**config.mk**
```make
export PLATFORM = sky130hd
export DESIGN_NAME = updown_counter_nbit
export DESIGN_NICKNAME = d
export VERILOG_FILES = /design/src/rtl/updown_counter_nbit.sv
export SDC_FILE = /design/constraint.sdc
export NUM_CORES = 1
export LEC_CHECK = 0
export BUFFER_PORTS_ARGS = -buffer_cell sky130_fd_sc_hd__buf_2
export CORE_MARGIN = 4
export CORE_UTILIZATION = 56
export CTS_BUF_LIST = sky130_fd_sc_hd__clkbuf_8 sky130_fd_sc_hd__clkbuf_16
export CTS_CLUSTER_SIZE = 16
export DETAILED_ROUTE_END_ITERATION = 8
export PLACE_DENSITY_LB_ADDON = 0.05
export SKIP_LAST_GASP = 1
export SLEW_MARGIN = 15
export SYNTH_ARGS = -nofsm -noshare
export SYNTH_HDL_FRONTEND = slang
export SYNTH_SLANG_ARGS = --single-unit
```
**constraint.sdc**
```tcl
create_clock -name clk -period 3.4 [get_ports clk]
set_input_delay 0.51 -clock clk [delete_from_list [all_inputs] [get_ports clk]]
set_output_delay 0.51 -clock clk [all_outputs]
set_load 0.02 [all_outputs]
```
**src/rtl/updown_counter_nbit.sv**
```systemverilog
// Parametrised registered up/down counter with load, enable, programmable step,
// per-cycle wrap/saturate choice, overflow/underflow pulses and terminal-count flags.
module updown_counter_nbit #(
    parameter int               WIDTH   = 6,
    parameter logic [WIDTH-1:0] RST_VAL = '0
) (
    input  logic             clk,
    input  logic             rst,
    input  logic             en,
    input  logic             load,
    input  logic [WIDTH-1:0] load_val,
    input  logic             up,
    input  logic             sat,
    input  logic [WIDTH-1:0] step,
    output logic [WIDTH-1:0] count,
    output logic             ovf,
    output logic             unf,
    output logic             at_max,
    output logic             at_min
);

    localparam logic [WIDTH-1:0] MAX_VAL = '1;
    localparam logic [WIDTH-1:0] MIN_VAL = '0;

    logic [WIDTH-1:0] r_count;
    logic             r_ovf;
    logic             r_unf;
    logic             r_at_max;
    logic             r_at_min;

    // The extra top bit of each result is the carry (add) or borrow (subtract).
    logic [WIDTH:0]   w_sum;
    logic [WIDTH:0]   w_diff;
    logic [WIDTH-1:0] w_next_count;
    logic             w_next_ovf;
    logic             w_next_unf;

    assign w_sum  = {1'b0, r_count} + {1'b0, step};
    assign w_diff = {1'b0, r_count} - {1'b0, step};

    always_comb begin
        // NOTE: every output of this block gets a default first, so no path leaves
        // a signal unassigned and no latch is inferred.
        w_next_count = r_count;
        w_next_ovf   = 1'b0;
        w_next_unf   = 1'b0;
        if (load) begin
            w_next_count = load_val;
        end else if (en) begin
            if (up) begin
                if (w_sum[WIDTH]) begin
                    w_next_ovf   = 1'b1;
                    w_next_count = sat ? MAX_VAL : w_sum[WIDTH-1:0];
                end else begin
                    w_next_count = w_sum[WIDTH-1:0];
                end
            end else begin
                if (w_diff[WIDTH]) begin
                    w_next_unf   = 1'b1;
                    w_next_count = sat ? MIN_VAL : w_diff[WIDTH-1:0];
                end else begin
                    w_next_count = w_diff[WIDTH-1:0];
                end
            end
        end
    end

    // Flags are computed from the next-state value so they move on the same edge as count.
    always_ff @(posedge clk or posedge rst) begin
        // NOTE: state registers use non-blocking assignments so every register
        // samples the pre-edge values regardless of statement order.
        if (rst) begin
            r_count  <= RST_VAL;
            r_ovf    <= 1'b0;
            r_unf    <= 1'b0;
            r_at_max <= (RST_VAL == MAX_VAL);
            r_at_min <= (RST_VAL == MIN_VAL);
        end else begin
            r_count  <= w_next_count;
            r_ovf    <= w_next_ovf;
            r_unf    <= w_next_unf;
            r_at_max <= (w_next_count == MAX_VAL);
            r_at_min <= (w_next_count == MIN_VAL);
        end
    end

    assign count  = r_count;
    assign ovf    = r_ovf;
    assign unf    = r_unf;
    assign at_max = r_at_max;
    assign at_min = r_at_min;

endmodule

```
==> results of run 1 <==
## path summary, 6_finish.rpt
check	startpoint	endpoint	slack (ns)	cells past startpoint
min in group clk	up	unf	0.53	2
hold reg to reg	count[2]	count[2]	0.69	2
max in group asynchronous	rst	at_min	2.86	2
setup reg to reg	count[0]	at_min	0.93	11
hold / removal	rst	unf	0.24	2
setup / recovery	count[0]	at_min	0.93	11
## layout by cell type (no fill, tap or decap), types with 2 or more instances in the layout
cell type,n
a211o_1,2
ha_1,12
o31ai_1,2
o21ai_0,3
a21oi_1,11
a22oi_1,2
nand2b_1,2
buf_2,27
inv_1,22
nor2b_1,2
a211oi_2,2
nor2_1,8
nor2_2,2
or3_1,2
nor3_1,6
fa_1,2
nand2_1,5
nand3_1,3
xnor2_1,4
clkbuf_8,3
dfrtp_1,9
## metrics by stage
stage | instances | instance area [sq um]
detailed placement | 174 | 1200
CTS | 178 | 1240
floorplan | 125 | 1050
finish | 178 | 1240
global placement | 174 | 1200
global route | 178 | 1240
## synthesized netlist by cell type, drive strengths merged, types with 2 or more instances
master  count  area share (%)
a211o       2             1.7
a211oi      2             2.4
a21oi      12             6.1
a22oi       2             1.4
buf         2             1.8
dfrtp       9              21
fa          2             3.8
ha         12              14
inv        21             7.5
nand2       5             1.8
nand2b      2             1.2
nand3       3             1.4
nor2       10             4.0
nor2b       2             1.2
nor3        6             2.9
nor4        2             1.8
o21ai       4             1.9
o21bai      2             1.8
o31ai       2             1.4
or3         2             1.2
xnor2       4             3.3
## final cells by class
| cell class | instances | share of cell area (%) |
|---|---|---|
| Tap cell | 25 | 2.52 |
| Timing Repair Buffer | 27 | 10.9 |
| Clock buffer | 3 | 3.32 |
| Sequential cell | 10 | 20.2 |
| Clock inverter | 1 | 0.302 |
| Inverter | 21 | 6.34 |
| Multi-Input combinational cell | 91 | 56.4 |
## cell families after synthesis
logic type	synth area share (%)
flip-flops	23.9
AND/OR/NAND/NOR	18.5
buffers and inverters	9.62
adder cells (fa/ha/maj)	18.1
multiplexers	1.07
XOR/XNOR	3.33
AO/OA/AOI/OAI	25.5
## metal layers
| layer | part of all wire (%) | wire length [um] | vias to the layer above |
|---|---|---|---|
| met2 | 48 | 1170 | 29 |
| li1 | - | - | 492 |
| met4 | 0.70 | 17 | 0 |
| met3 | 5.4 | 131 | 4 |
| met1 | 46 | 1110 | 446 |
| met5 | 0 | 0 | - |
## power breakdown
group	switching [uW]	internal [uW]	leakage [uW]
clock network	41.9	78.6	0.0000269
registers	14.5	132	0.000121
logic	151	103	0.000476
total	207	314	0.000624
## flip-flops by register name (all words and copies together), names as in the netlist
signal and count:
ovf 1, at_max 1, at_min 1, count 6
unf 1
## critical path: cells and delay by family, from the launching register on
family          cells  cell delay (ns)
fa+ha+maj           2             0.57
flops               1             0.39
compound gates      3             0.78
simple gates        4             0.54
buf+inv             2             0.13
==> results.md, run 1 <==
- Final ANT Viol Nets: 0
- Final layout net count: 186
- IO Port Bufs: 27
- Synth cell types: 44
- Rows: 15
- Seq/Total Area, Yosys: 23.9%
- Global Route Usage Sum: 20.3%
- Hold_ws: 0.236 ns
- Multi-input gate area: 701 sq um
- Final Util: 71.2%
- PwrDens: 419 mW/mm^2
- CTS tree: built
- Setup TNS: 0 ns
- Crit-path slowest cell: fa_1
- Worst Setup Start Kind: register
- Actual slew at the worst max-slew pin: 0.447 ns
- Hold violation count in the final report: 0
- Share of cells above drive strength 1: 25.5%
- Clock transition at path regs: 0.05 ns
- Min Tclk post-route: 2.47 ns
- CP Cell Sequence: inv_1 > ha_1 > inv_1 > fa_1 > a211oi_2 > o2111ai_1 > nand3_1 > nor3_1 > o32a_1 > nor2_1 > and4_1
- Antenna violations before repair: 0
- Placeable Area: 0.00175 sq mm
- Post-CTS setup buffers: 0
- Worst hold path type: input pin to asynchronous set/reset pin
- CTS resizes: 0
- CP dominant cell by count: inv_1
- Data arrival, critical path: 2.64 ns
- RSZ-0062 raised after global routing: no
- Setup ws final: 0.934 ns
- Worst slew margin: 69.7%
- Gp weighted congestion: 0.914
- Met1 usage: 28.2%
- Final period util: 72.5%
- Flops & latches, synth: 10
- Syn Nets: 157
- Worst Path Max Fanout: 3
- Max Cap Viol: 0
- Post-Place Worst Slack: 0.727 ns
- Post-Syn Instances: 125
- Clk buf depth: 2
- Vias in the first global route: 916
- Detailed placement HPWL: 2040 um
- Fillers: 165
- Crit Path Class: register to register
- Num CTS Buffers: 3
- GR peak layer: met2
- Clock sinks: 10
- H-tree depth: 1
- Via Count: 971
- Die area: 0.00264 sq mm
- Clk root buf: clkbuf_8
- Post-synth EDFFs: 0
- VDD IR max: 0.327 mV
- Grt total ovfl: 0
- Mean post-synth cell area: 8.43 sq um
- Clk_lat worst skew: 0.23 ns
- Hold_buf cts: 0
- Mapped Area: 0.00105 sq mm
- Worst Setup End Kind: register
- Setup Skew: 0.00145 ns
- 1st-iter DRT viols: 25
- Pre-antenna DRT Iters: 4
- DR vias/cell: 5.46
- Synth Flop Type: dfrtp_1
- Req. time, crit path: 3.57 ns
- Slowest cell delay on critical path: 0.42 ns
- Leak: 0.000624 uW
- Largest net degree at the start of global routing: 12
- Final WL: 2430 um
- First-pass GRT wire length: 4100 um
- Die Ht: 51.4 um
- Ant. Diodes: 0
- Power, Total: 521 uW
- Peak Freq: 0.405 GHz
- Setup violations, final: 0
- GR Util met2: 32.4%
- Drt drc: 0
- Outcome: complete, no violations
- Io pins: 28
- YS warnings: 0
- Drt wl/cell: 13.7 um
- Post-synth ARST share: 100%
- Die Wd: 51.4 um
- Storage cell area: 251 sq um
- Initial Util: 60.4%
- Slew Viols, Final: 0
- Area Overhead vs Synth: 17.9%
- Met3 Use GR: 2.33%
(Power assumes the default switching activity.)
==> run 2, diff against run 1 <==
--- a/config.mk
+++ b/config.mk
@@ -5,9 +5,10 @@
 export SDC_FILE = /design/constraint.sdc
 export NUM_CORES = 1
 export LEC_CHECK = 0
+export ABC_AREA = 1
 export BUFFER_PORTS_ARGS = -buffer_cell sky130_fd_sc_hd__buf_2
 export CORE_MARGIN = 4
-export CORE_UTILIZATION = 56
+export CORE_UTILIZATION = 49
 export CTS_BUF_LIST = sky130_fd_sc_hd__clkbuf_8 sky130_fd_sc_hd__clkbuf_16
 export CTS_CLUSTER_SIZE = 16
 export DETAILED_ROUTE_END_ITERATION = 8
==> constraint.sdc (replaced) <==
create_clock -name clk -period 2.03 [get_ports clk]
set_input_delay 0.3045 -clock clk [delete_from_list [all_inputs] [get_ports clk]]
set_output_delay 0.3045 -clock clk [all_outputs]
set_load 0.02 [all_outputs]
==> run 2 against run 1 <==
  * Clock skew increased by 0.0016 ns
  * Combinational power increased by 120%
  * Clock power increased by 69%
  * Largest power group unchanged
  * Non-clock buffer count increased by 7
  * Critical path depth increased by 2
  * Largest cell class unchanged
  * Utilization decreased by 3.9 points
  * Sequential share of layout area decreased by 3.9 points
  * Final cell count increased by 40%
==> results.md, run 2 <==
- Yosys top cell area share: 18.4%
- Via Count: 1274
- CP Cell Sequence: inv_1 > ha_2 > inv_2 > fa_2 > nand2_2 > nand4_4 > nand4_1 > nand3_2 > nand2_2 > nand2_2 > inv_2 > nand2_2 > nor2_2
- CP Buf/Inv Count: 3
- Clk root buf: clkbuf_8
- Hold_buf cts: 0
- Most frequent cells in the layout: nand2_1, inv_1, buf_2
- Commonest cells post-synth: nand2_1, inv_1, nand3_1, nor2_1, ha_1
- Final std cells w/o fill: 250
- Num CTS Buffers: 3
- Leak: 0.000885 uW
- R2R depth: 13
- Data arrival, critical path: 2.14 ns
- Grt total ovfl: 0
- Fillers: 216
- Reg2reg setup slack: 0.06 ns
- Clk buf depth: 2
- Die Wd: 58.0 um
- Antenna violations before repair: 0
- 1st-iter DRT viols: 49
- Peak Freq: 0.507 GHz
- Pre-antenna DRT Iters: 4
- Mean post-synth cell area: 6.52 sq um
- Syn Nets: 220
- Area contributors post-synth: dfrtp_1, nand2_1, ha_1
- Global Route Usage Sum: 20.7%
- Detailed placement HPWL: 2650 um
- Final period util: 97.2%
- Slowest cell delay on critical path: 0.41 ns
- First-pass GRT wire length: 5400 um
- Final WL: 3290 um
- Max Cap Viol: 0
- Placeable Area: 0.00230 sq mm
- Rows: 17
- Synth cell types: 24
- Share of cells above drive strength 1: 38.3%
- Clk_lat worst skew: 0.23 ns
- Post-synth EDFFs: 0
- PwrDens: 655 mW/mm^2
- Largest net degree at the start of global routing: 15
- Seq/Total Area, Yosys: 20.5%
- Io pins: 28
- Post-synth ARST share: 100%
- Power, Total: 1010 uW
- Mapped Area: 0.00123 sq mm
- Reg-to-reg startpoint: count[0]
- Setup Skew: 0.00302 ns
- Crit-path slowest cell: dfrtp_1
- Crit Path Class: register to register
- DR vias/cell: 5.10
- Design area: 0.00155 sq mm
- Actual slew at the worst max-slew pin: 0.364 ns
- Clock sinks: 10
- Worst Setup End Kind: register
- Min Tclk post-route: 1.97 ns
- Area Overhead vs Synth: 26.1%
- Worst hold path type: input pin to asynchronous set/reset pin
- CTS tree: built
- Setup violations, final: 0
- Max reg flops: 6
- Worst Setup Start Kind: register
- Req. time, crit path: 2.20 ns
- Count leader, synth: nand2_1
- VDD IR max: 0.528 mV
- Drt drc: 0
- Clock transition at path regs: 0.05 ns
- Drt wl/cell: 13.1 um
- Placed Cells: 242
- IO Port Bufs: 27
- Hold violation count in the final report: 0
- Flops & latches, synth: 10
- Die Ht: 58.0 um
- Synth Flop Type: dfrtp_1
- Vias in the first global route: 1295
- Gp weighted congestion: 0.853
- Final layout net count: 255
- Outcome: complete, no violations
- Initial Util: 53.4%
- Synth area leader: dfrtp_1
- Final Util: 67.3%
- Ant. Diodes: 0
- Delay-heaviest family, CP: simple AND/OR/NAND/NOR gates
- Final ANT Viol Nets: 0
- Most common cell after layout, fill and taps aside: nand2_1
- Post-Syn Instances: 188
- H-tree depth: 1
- RSZ-0062 raised after global routing: yes
- Worst Path Max Fanout: 6
- YS warnings: 0
- CP dominant cell by count: nand2_2
- Placed cell areas: 0.00138 sq mm
- Worst slew margin: 75.7%
- R2r endpoint: at_min
- Die area: 0.00337 sq mm
- Slew Viols, Final: 0
==> run 2: changes by cell type after synthesis, moves of 3 or more <==
cell / change
nand2_1: +50
inv_2: +4
xnor2_1: -3
nand4_1: +3
nor3_1: -5
nand2_2: +9
inv_1: +10
nand3_1: +14
nor2_1: +6
nand3_2: +4
==> run 2: through the flow <==
stage / TNS [ns] / hold slack, ns / setup slack, ns
after CTS: -0.000318 / 0.0396 / -0.000318
final: 0 / 0.0294 / 0.0577
after global routing: -0.300 / 0.0663 / -0.121
after floorplan: 0 / 0.144 / 0.0974
after detailed placement: -0.0872 / 0.290 / -0.0583
after global placement: 0 / 0.280 / 0.0320
==> run 2: how the worst max path moves through the flow <==
stage	startpoint	endpoint	slack [ns]	cells past startpoint
floorplan	count[0]	at_max	0.1	14
global placement	count[0]	at_max	0.03	15
detailed placement	count[0]	at_min	-0.06	13
CTS	count[0]	at_min	-0.0003	13
global route	count[0]	at_max	-0.12	14
finish	count[0]	at_min	0.06	13
==> run 2: cell type report <==
cell class,instances,area [sq um],share of cell area [%]
multi-input combinational,139,895,57.8
sequential,10,253,16.3
timing repair buffer,34,188,12.1
inverter,35,131,8.50
clock buffer,3,41.3,2.67
tap,28,35.0,2.27
clock inverter,1,3.75,0.243
==> run 2: report_power, final <==
part / total, uW / switching, uW / leakage, uW / internal (uW)
registers: 240 / 20.7 / 0.000120 / 220
clock network: 205 / 72.9 / 0.0000269 / 132
logic: 568 / 344 / 0.000738 / 224
==> run 2: what timing repair did <==
action / 4_1_cts / 5_1_grt
setup buffers: 0 / 4
gates resized for setup: 2 / 27
pin swaps: 0 / 12
hold endpoints to repair: 0 / 0
endpoints found under the setup margin: 2 / 3
==> run 2: kinds of logic (layout without fill, tap and decap cells) <==
logic type,Yosys count,after routing,share of synthesized area [%]
fa+ha+maj,14,14,15.5
compound gates,16,16,7.14
simple gates,108,108,42.0
flops,10,10,20.5
buf+inv,39,73,14.1
xor+xnor,1,1,0.714
==> run 2: metal layers <==
layer  share of wire, %  global-route usage [%]
met2                 55                    39.2
met3                5.1                    3.56
met4               0.91                    7.62
met5                  0                       0
met1                 39                    22.8
